[src/rtl/lcd1602_bus_arbiter_if.sv]
// Requester-side handshake bundle for the LCD1602 bus arbiter.
//
// Two independent requesters each present valid/rs/data and receive a
// one-cycle ready pulse when their write is accepted.
//   master : requester side (drives valid/rs/data, sees ready)
//   slave  : arbiter side   (sees valid/rs/data, drives ready)
interface lcd1602_bus_arbiter_if;
  logic       req0_valid;
  logic       req0_rs;
  logic [7:0] req0_data;
  logic       req0_ready;
  logic       req1_valid;
  logic       req1_rs;
  logic [7:0] req1_data;
  logic       req1_ready;

  modport master (
    output req0_valid, req0_rs, req0_data,
    input  req0_ready,
    output req1_valid, req1_rs, req1_data,
    input  req1_ready
  );

  modport slave (
    input  req0_valid, req0_rs, req0_data,
    output req0_ready,
    input  req1_valid, req1_rs, req1_data,
    output req1_ready
  );
endinterface

[src/rtl/lcd1602_bus_arbiter.sv]
// LCD1602 parallel-bus owner and two-client round-robin arbiter.
//
// After reset the block waits POWERUP_CYC cycles and then issues the fixed
// init sequence (0x38, 0x08, 0x01, 0x06, 0x0C, all rs=0) on its own. Once
// init_done is set it accepts one write at a time from two requesters with
// round-robin arbitration. Every write is SETUP_CYC cycles of en low with
// rs/data stable, then EN_CYC cycles of en high; clear (0x01) and home
// (0x02) commands get CLR_WAIT_CYC extra idle cycles afterwards.
//
// Ports:
//   clk, rst   : clock and synchronous active-high reset
//   req        : requester handshake bundle (slave modport)
//   init_done  : init sequence complete, sticky until reset
//   busy       : an init or client transaction is in progress
//   lcd_rs, lcd_rw, lcd_en, lcd_data : LCD bus (lcd_rw is always 0)
module lcd1602_bus_arbiter #(
  parameter int SETUP_CYC    = 500,
  parameter int EN_CYC       = 500,
  parameter int POWERUP_CYC  = 7500,
  parameter int CLR_WAIT_CYC = 80000,
  parameter int CNT_W        = 20
) (
  input  logic                        clk,
  input  logic                        rst,
  lcd1602_bus_arbiter_if.slave        req,
  output logic                        init_done,
  output logic                        busy,
  output logic                        lcd_rs,
  output logic                        lcd_rw,
  output logic                        lcd_en,
  output logic [7:0]                  lcd_data
);

  localparam logic [2:0] PWRUP    = 3'd0;
  localparam logic [2:0] INIT_CMD = 3'd1;
  localparam logic [2:0] IDLE     = 3'd2;
  localparam logic [2:0] SETUP    = 3'd3;
  localparam logic [2:0] STROBE   = 3'd4;
  localparam logic [2:0] WAIT     = 3'd5;

  localparam logic [2:0] INIT_LAST_IDX = 3'd4;

  // Each timed state ends when the counter reaches its length minus one.
  localparam logic [CNT_W-1:0] PWRUP_LAST = CNT_W'(POWERUP_CYC - 1);
  localparam logic [CNT_W-1:0] SETUP_LAST = CNT_W'(SETUP_CYC - 1);
  localparam logic [CNT_W-1:0] EN_LAST    = CNT_W'(EN_CYC - 1);
  localparam logic [CNT_W-1:0] CLR_LAST   = CNT_W'(CLR_WAIT_CYC - 1);

  logic [2:0]       state_reg, state_next;
  logic [CNT_W-1:0] cnt_reg, cnt_next;
  logic [2:0]       init_idx_reg, init_idx_next;
  logic             last_reg, last_next;
  logic             init_done_reg, init_done_next;
  logic             busy_reg, busy_next;
  logic             lcd_rs_reg, lcd_rs_next;
  logic [7:0]       lcd_data_reg, lcd_data_next;
  logic             lcd_en_reg, lcd_en_next;

  logic             arb_open;
  logic             ready0;
  logic             ready1;
  logic             is_slow_cmd;
  logic             txn_done;
  logic [2:0]       ret_state;

  function automatic logic [7:0] init_cmd(input logic [2:0] idx);
    case (idx)
      3'd0:    init_cmd = 8'h38;
      3'd1:    init_cmd = 8'h08;
      3'd2:    init_cmd = 8'h01;
      3'd3:    init_cmd = 8'h06;
      3'd4:    init_cmd = 8'h0C;
      default: init_cmd = 8'h00;
    endcase
  endfunction

  // Clients are only ever offered the bus in IDLE after init. A lone
  // requester always wins; under contention the one that did not win
  // last time goes next.
  assign arb_open = (state_reg == IDLE) && init_done_reg;
  assign ready0   = arb_open && req.req0_valid && (!req.req1_valid || last_reg);
  assign ready1   = arb_open && req.req1_valid && (!req.req0_valid || !last_reg);

  assign req.req0_ready = ready0;
  assign req.req1_ready = ready1;

  // Clear display and return home need the long busy wait.
  assign is_slow_cmd = !lcd_rs_reg && ((lcd_data_reg == 8'h01) || (lcd_data_reg == 8'h02));

  // A finished transaction returns to IDLE for clients, or steps the init
  // sequence while init is still running.
  assign ret_state = init_done_reg ? IDLE : INIT_CMD;

  always_comb begin
    state_next     = state_reg;
    init_idx_next  = init_idx_reg;
    last_next      = last_reg;
    init_done_next = init_done_reg;
    busy_next      = busy_reg;
    lcd_rs_next    = lcd_rs_reg;
    lcd_data_next  = lcd_data_reg;
    lcd_en_next    = lcd_en_reg;
    txn_done       = 1'b0;

    case (state_reg)
      PWRUP: begin
        if (cnt_reg == PWRUP_LAST) begin
          init_idx_next = 3'd0;
          lcd_rs_next   = 1'b0;
          lcd_data_next = init_cmd(3'd0);
          busy_next     = 1'b1;
          state_next    = SETUP;
        end
      end
      IDLE: begin
        if (ready0) begin
          lcd_rs_next   = req.req0_rs;
          lcd_data_next = req.req0_data;
          last_next     = 1'b0;
          busy_next     = 1'b1;
          state_next    = SETUP;
        end else if (ready1) begin
          lcd_rs_next   = req.req1_rs;
          lcd_data_next = req.req1_data;
          last_next     = 1'b1;
          busy_next     = 1'b1;
          state_next    = SETUP;
        end
      end
      SETUP: begin
        if (cnt_reg == SETUP_LAST) begin
          lcd_en_next = 1'b1;
          state_next  = STROBE;
        end
      end
      STROBE: begin
        if (cnt_reg == EN_LAST) begin
          lcd_en_next = 1'b0;
          if (is_slow_cmd) begin
            state_next = WAIT;
          end else begin
            txn_done = 1'b1;
          end
        end
      end
      WAIT: begin
        if (cnt_reg == CLR_LAST) begin
          txn_done = 1'b1;
        end
      end
      default: begin
        // Unreachable encodings (INIT_CMD is resolved within the same
        // edge below) fall back to a clean power-up.
        lcd_en_next = 1'b0;
        busy_next   = 1'b0;
        state_next  = PWRUP;
      end
    endcase

    // The init step takes no cycle of its own: the next command is loaded
    // on the same edge the previous strobe (or clear wait) finishes, so the
    // whole sequence is exactly POWERUP + 5 transactions long.
    if (txn_done) begin
      if (ret_state == IDLE) begin
        busy_next  = 1'b0;
        state_next = IDLE;
      end else if (init_idx_reg == INIT_LAST_IDX) begin
        init_done_next = 1'b1;
        busy_next      = 1'b0;
        state_next     = IDLE;
      end else begin
        init_idx_next = init_idx_reg + 3'd1;
        lcd_rs_next   = 1'b0;
        lcd_data_next = init_cmd(init_idx_reg + 3'd1);
        state_next    = SETUP;
      end
    end

    // Counter restarts on every state change and is parked in IDLE so it
    // never wraps while waiting for clients.
    if ((state_next != state_reg) || (state_reg == IDLE)) begin
      cnt_next = '0;
    end else begin
      cnt_next = cnt_reg + CNT_W'(1);
    end
  end

  always_ff @(posedge clk) begin
    if (rst) begin
      state_reg     <= PWRUP;
      cnt_reg       <= '0;
      init_idx_reg  <= 3'd0;
      last_reg      <= 1'b1;
      init_done_reg <= 1'b0;
      busy_reg      <= 1'b0;
      lcd_rs_reg    <= 1'b0;
      lcd_data_reg  <= 8'h00;
      lcd_en_reg    <= 1'b0;
    end else begin
      state_reg     <= state_next;
      cnt_reg       <= cnt_next;
      init_idx_reg  <= init_idx_next;
      last_reg      <= last_next;
      init_done_reg <= init_done_next;
      busy_reg      <= busy_next;
      lcd_rs_reg    <= lcd_rs_next;
      lcd_data_reg  <= lcd_data_next;
      lcd_en_reg    <= lcd_en_next;
    end
  end

  assign init_done = init_done_reg;
  assign busy      = busy_reg;
  assign lcd_rs    = lcd_rs_reg;
  assign lcd_rw    = 1'b0;
  assign lcd_en    = lcd_en_reg;
  assign lcd_data  = lcd_data_reg;

endmodule

[src/flat_wrapper.sv]
// flat-port wrapper written by rule: the top's interface ports become plain ports
module lcd1602_bus_arbiter_flat 
#(
  parameter int SETUP_CYC    = 500,
  parameter int EN_CYC       = 500,
  parameter int POWERUP_CYC  = 7500,
  parameter int CLR_WAIT_CYC = 80000,
  parameter int CNT_W        = 20
)
  (clk, rst, init_done, busy, lcd_rs, lcd_rw, lcd_en, lcd_data, req_req0_valid, req_req0_rs, req_req0_data, req_req0_ready, req_req1_valid, req_req1_rs, req_req1_data, req_req1_ready);
  lcd1602_bus_arbiter_if req_i ();
  input  logic clk;
  input  logic rst;
  output logic init_done;
  output logic busy;
  output logic lcd_rs;
  output logic lcd_rw;
  output logic lcd_en;
  output logic [7:0] lcd_data;
  input wire logic [$bits(req_i.req0_valid)-1:0] req_req0_valid;
  input wire logic [$bits(req_i.req0_rs)-1:0] req_req0_rs;
  input wire logic [$bits(req_i.req0_data)-1:0] req_req0_data;
  output wire logic [$bits(req_i.req0_ready)-1:0] req_req0_ready;
  input wire logic [$bits(req_i.req1_valid)-1:0] req_req1_valid;
  input wire logic [$bits(req_i.req1_rs)-1:0] req_req1_rs;
  input wire logic [$bits(req_i.req1_data)-1:0] req_req1_data;
  output wire logic [$bits(req_i.req1_ready)-1:0] req_req1_ready;
  assign req_i.req0_valid = req_req0_valid;
  assign req_i.req0_rs = req_req0_rs;
  assign req_i.req0_data = req_req0_data;
  assign req_req0_ready = req_i.req0_ready;
  assign req_i.req1_valid = req_req1_valid;
  assign req_i.req1_rs = req_req1_rs;
  assign req_i.req1_data = req_req1_data;
  assign req_req1_ready = req_i.req1_ready;
  lcd1602_bus_arbiter #(.SETUP_CYC(SETUP_CYC), .EN_CYC(EN_CYC), .POWERUP_CYC(POWERUP_CYC), .CLR_WAIT_CYC(CLR_WAIT_CYC), .CNT_W(CNT_W)) u_core (.clk(clk), .rst(rst), .req(req_i), .init_done(init_done), .busy(busy), .lcd_rs(lcd_rs), .lcd_rw(lcd_rw), .lcd_en(lcd_en), .lcd_data(lcd_data));
endmodule
[config.mk]
export PLATFORM = sky130hd
export DESIGN_NAME = lcd1602_bus_arbiter_flat
export DESIGN_NICKNAME = d
export VERILOG_FILES = /design/src/rtl/lcd1602_bus_arbiter_if.sv /design/src/rtl/lcd1602_bus_arbiter.sv /design/src/flat_wrapper.sv
export SDC_FILE = /design/constraint.sdc
export NUM_CORES = 1
export LEC_CHECK = 0
export ABC_AREA = 1
export CELL_PAD_IN_SITES_DETAIL_PLACEMENT = 1
export CELL_PAD_IN_SITES_GLOBAL_PLACEMENT = 2
export CORE_ASPECT_RATIO = 1.25
export CORE_MARGIN = 2
export CORE_UTILIZATION = 32
export DETAILED_ROUTE_END_ITERATION = 10
export PLACE_DENSITY_LB_ADDON = 0.12
export SYNTH_ARGS = -nofsm -noshare
export SYNTH_HDL_FRONTEND = slang
export SYNTH_SLANG_ARGS = --single-unit
[constraint.sdc]
create_clock -name clk -period 5.49 [get_ports clk]
set_input_delay 0.549 -clock clk [delete_from_list [all_inputs] [get_ports clk]]
set_output_delay 0.549 -clock clk [all_outputs]
set_load 0.05 [all_outputs]
==> summary.md <==
| Metric | Value |
|---|---|
| Worst flop-to-flop path startpoint | `u_core.cnt_reg[0]` |
| CTS tree | `built` |
| Initial antenna violation count | `0` |
| Layout Area Growth over Synthesis | `18.7%` |
| Status | `finished, final reports clean` |
| Fin. max-slew vios | `0` |
| Synth warnings | `0` |
| Flops & latches, synth | `39` |
| Max FFs per register | `20` |
| WL per Instance | `15.2 um` |
| Top cell type's share of synthesized area | `29.0%` |
| # fillers | `between 1,000 and 1,500` |
| Total die area | `9170 um^2` |
| Largest net degree at the start of global routing | `21` |
| Top cell type by total area after synthesis | `dfxtp_1` |
| CP Launch Type | `input port` |
| Commonest non-fill, non-tap cell in the layout | `nand2_1` |
| First-pass GRT wire length | `13.9 mm` |
| HP Class | `flip-flop to flip-flop` |
| Fin util | `39.0%` |
| Core footprint | `8190 um^2` |
| Mapped Avg Cell Area | `6.62 um^2` |
| Die height | `107 um` |
| Ratio of cells with drive above 1 in the final layout | `14.7%` |
| Final worst-path cycle share | `55.9%` |
| Antenna cells | `0` |
| Post-layout min period | `3.07 ns` |
| Max-Slew Margin vs Limit | `52.7%` |
| Crit Path Max Fanout | `7` |
| Commonest cells after routing, fill and taps aside | `nand2_1, inv_1, nor2_1` |
| WP data arrival | `between 2 and 3 ns` |
| DP Cell Count | `532` |
| Worst path bufs/invs | `4` |
| Hold-critical path depth | `1` |
| Pre-Repair DR Iteration Count | `4` |
| Hold_buf cts | `0` |
| Total grt overflow | `0` |
| CTS clock-pin slew for the worst setup and hold paths | `0.08 ns` |
| Routed WL | `8.18 mm` |
| Clock Latency Late Sink | `0.31 ns` |
| Endpoint class of the critical path | `output pin` |
| Post-cts gate resize count | `0` |
| CTS buffer count | `5` |
| Worst EP required | `just under 5 ns` |
| Fin. Hold Viols | `0` |
| Vias in the first global route | `~2,800` |
| Post-synthesis sequential area ratio | `between 20 and 30%` |
| Clock sinks | `39` |
| Row Count | `37` |
| Synth area leaders | `dfxtp_1, nand2_1, inv_1` |
| CP max stage delay | `0.85 ns` |
| Ports | `37` |
| Tot Pwr | `slightly above 500 uW` |
| Max-cap violations | `0` |
| H-tree depth | `2` |
| Min-delay src | `u_core.cnt_reg[0]` |
| CP top delay family | `buffers and inverters` |
| Bufs on Longest Clock Path | `2` |
| Skew final | `0.00626 ns` |
| DR iter-0 viols | `65` |
| Distinct cell type count after synthesis | `36` |
| RSZ-0062 raised after global routing | `no` |
| Die extent in x | `86.0 um` |
| Worst hold endpoint | `u_core.cnt_reg[0]` |
| TNS Setup | `0 ns` |
| Post CTS Setup Buffer Count | `0` |
| Final setup viols | `0` |
| RePlAce Congestion | `0.839` |
| Nets | `472` |
| Overall routing resource usage | `19.4%` |
| Crit-path slowest cell | `clkdlybuf4s50_1` |
| Root buffer cell | `clkbuf_8` |
| WS Path Type | `input port to output pin` |
| Worst hold margin | `approximately 0.46 ns` |
| R2R cell count | `13` |
| Leak | `1.28 nW` |
| Post-DR vias/cell | `approximately 4.8` |
| Max VDD drop | `0.0791 mV` |
| Cell Pwr Density | `between 150 and 200 nW/um^2` |
| Mapped Area | `approximately 2700 um^2` |
| Critical R2R Capture | `u_core.cnt_reg[17]` |
| Mapped Cells | `407` |
| Layout Cells excl Fill | `540` |
| Detailed placement HPWL | `6.73 mm` |
| DRC | `0` |
| Max Freq | `326 MHz` |
| Final ANT Viol Nets | `0` |
| DR vias | `~2,600` |
| Critical-path cell list | `clkdlybuf4s50_1 -> inv_1 -> o21ai_0 -> nand3_2 -> inv_1 -> clkdlybuf4s50_1` |
| # port buffers | `35` |
| Syn nets | `437` |
| Worst-margin pin slew | `about 0.7 ns` |
| Initial Util | `32.9%` |
| R2r setup slk | `2.58 ns` |
cell families (layout without fill, tap and decap cells):
logic type	after synthesis	after routing	share of synthesized area, %
adder cells (fa/ha/maj)	8	8	3.72
AND/OR/NAND/NOR	233	233	42.6
AO/OA/AOI/OAI	35	35	8.41
XOR/XNOR	14	14	4.55
flip-flops	39	39	29.0
other	1	1	0.139
buffers and inverters	77	113	11.6
worst max path at each step:
stage,startpoint,end,cells after the start
2_1_floorplan,u_core.init_done,req_req1_ready,4
3_3_place_gp,req_req1_valid,req_req1_ready,6
3_5_place_dp,req_req1_valid,req_req1_ready,6
4_1_cts,req_req1_valid,req_req1_ready,6
5_1_grt,u_core.cnt_reg[0],u_core.cnt_reg[11],13
6_report,req_req1_valid,req_req1_ready,6
per-stage QoR:
stage               instance area, um^2  setup WS (ns)
floorplan                          2690           3.35
global placement                   3120           2.46
detailed placement                 3120           2.39
CTS                                3200           2.39
global route                       3200           2.20
finish                             3200           2.42
cells in the mapped netlist:
library cell  number
nand2_1           86
inv_1             59
nor2_1            52
dfxtp_1           39
nor2_2            25
nand3_1           22
xor2_1            14
nand4_1           11
inv_2             10
o21ai_0           10
nor3_1             9
ha_1               8
a21oi_1            7
nand2_2            7
nand3_2            7
nor2_4             5
nor4_1             5
a211oi_1           3
a31oi_1            3
buf_2              3
o211ai_1           3
o22ai_1            3
buf_6              2
nand3_4            2
a21oi_2            1
a221oi_1           1
buf_4              1
clkbuf_1           1
clkinv_1           1
conb_1             1
o21ai_4            1
o221ai_1           1
o31ai_1            1
o41ai_1            1
or2_1              1
or2_2              1
layout make-up:
class	instances	area [um^2]	area share [%]
Inverter	70	263	8.22
Clock inverter	1	5.00	0.157
Multi-Input combinational cell	291	1600	50.1
Timing Repair Buffer	35	350	11.0
Clock buffer	7	76.3	2.39
Sequential cell	39	781	24.4
Tap cell	97	121	3.80
power breakdown:
part	internal (mW)	switching, mW	total, mW
logic	0.0168	0.0167	0.0335
clock network	0.0894	0.109	0.199
registers	0.284	0.00145	0.286
layer usage:
layer  up-vias  global-route usage, %  part of all wire, %
met5         -                      0                    0
met4         0                   6.92                  2.1
met3        11                   3.18                  2.0
met2        28                   37.5                   55
met1      1223                   20.6                   41
li1       1352                      -                    -
Power figures use the tool's default switching activity.
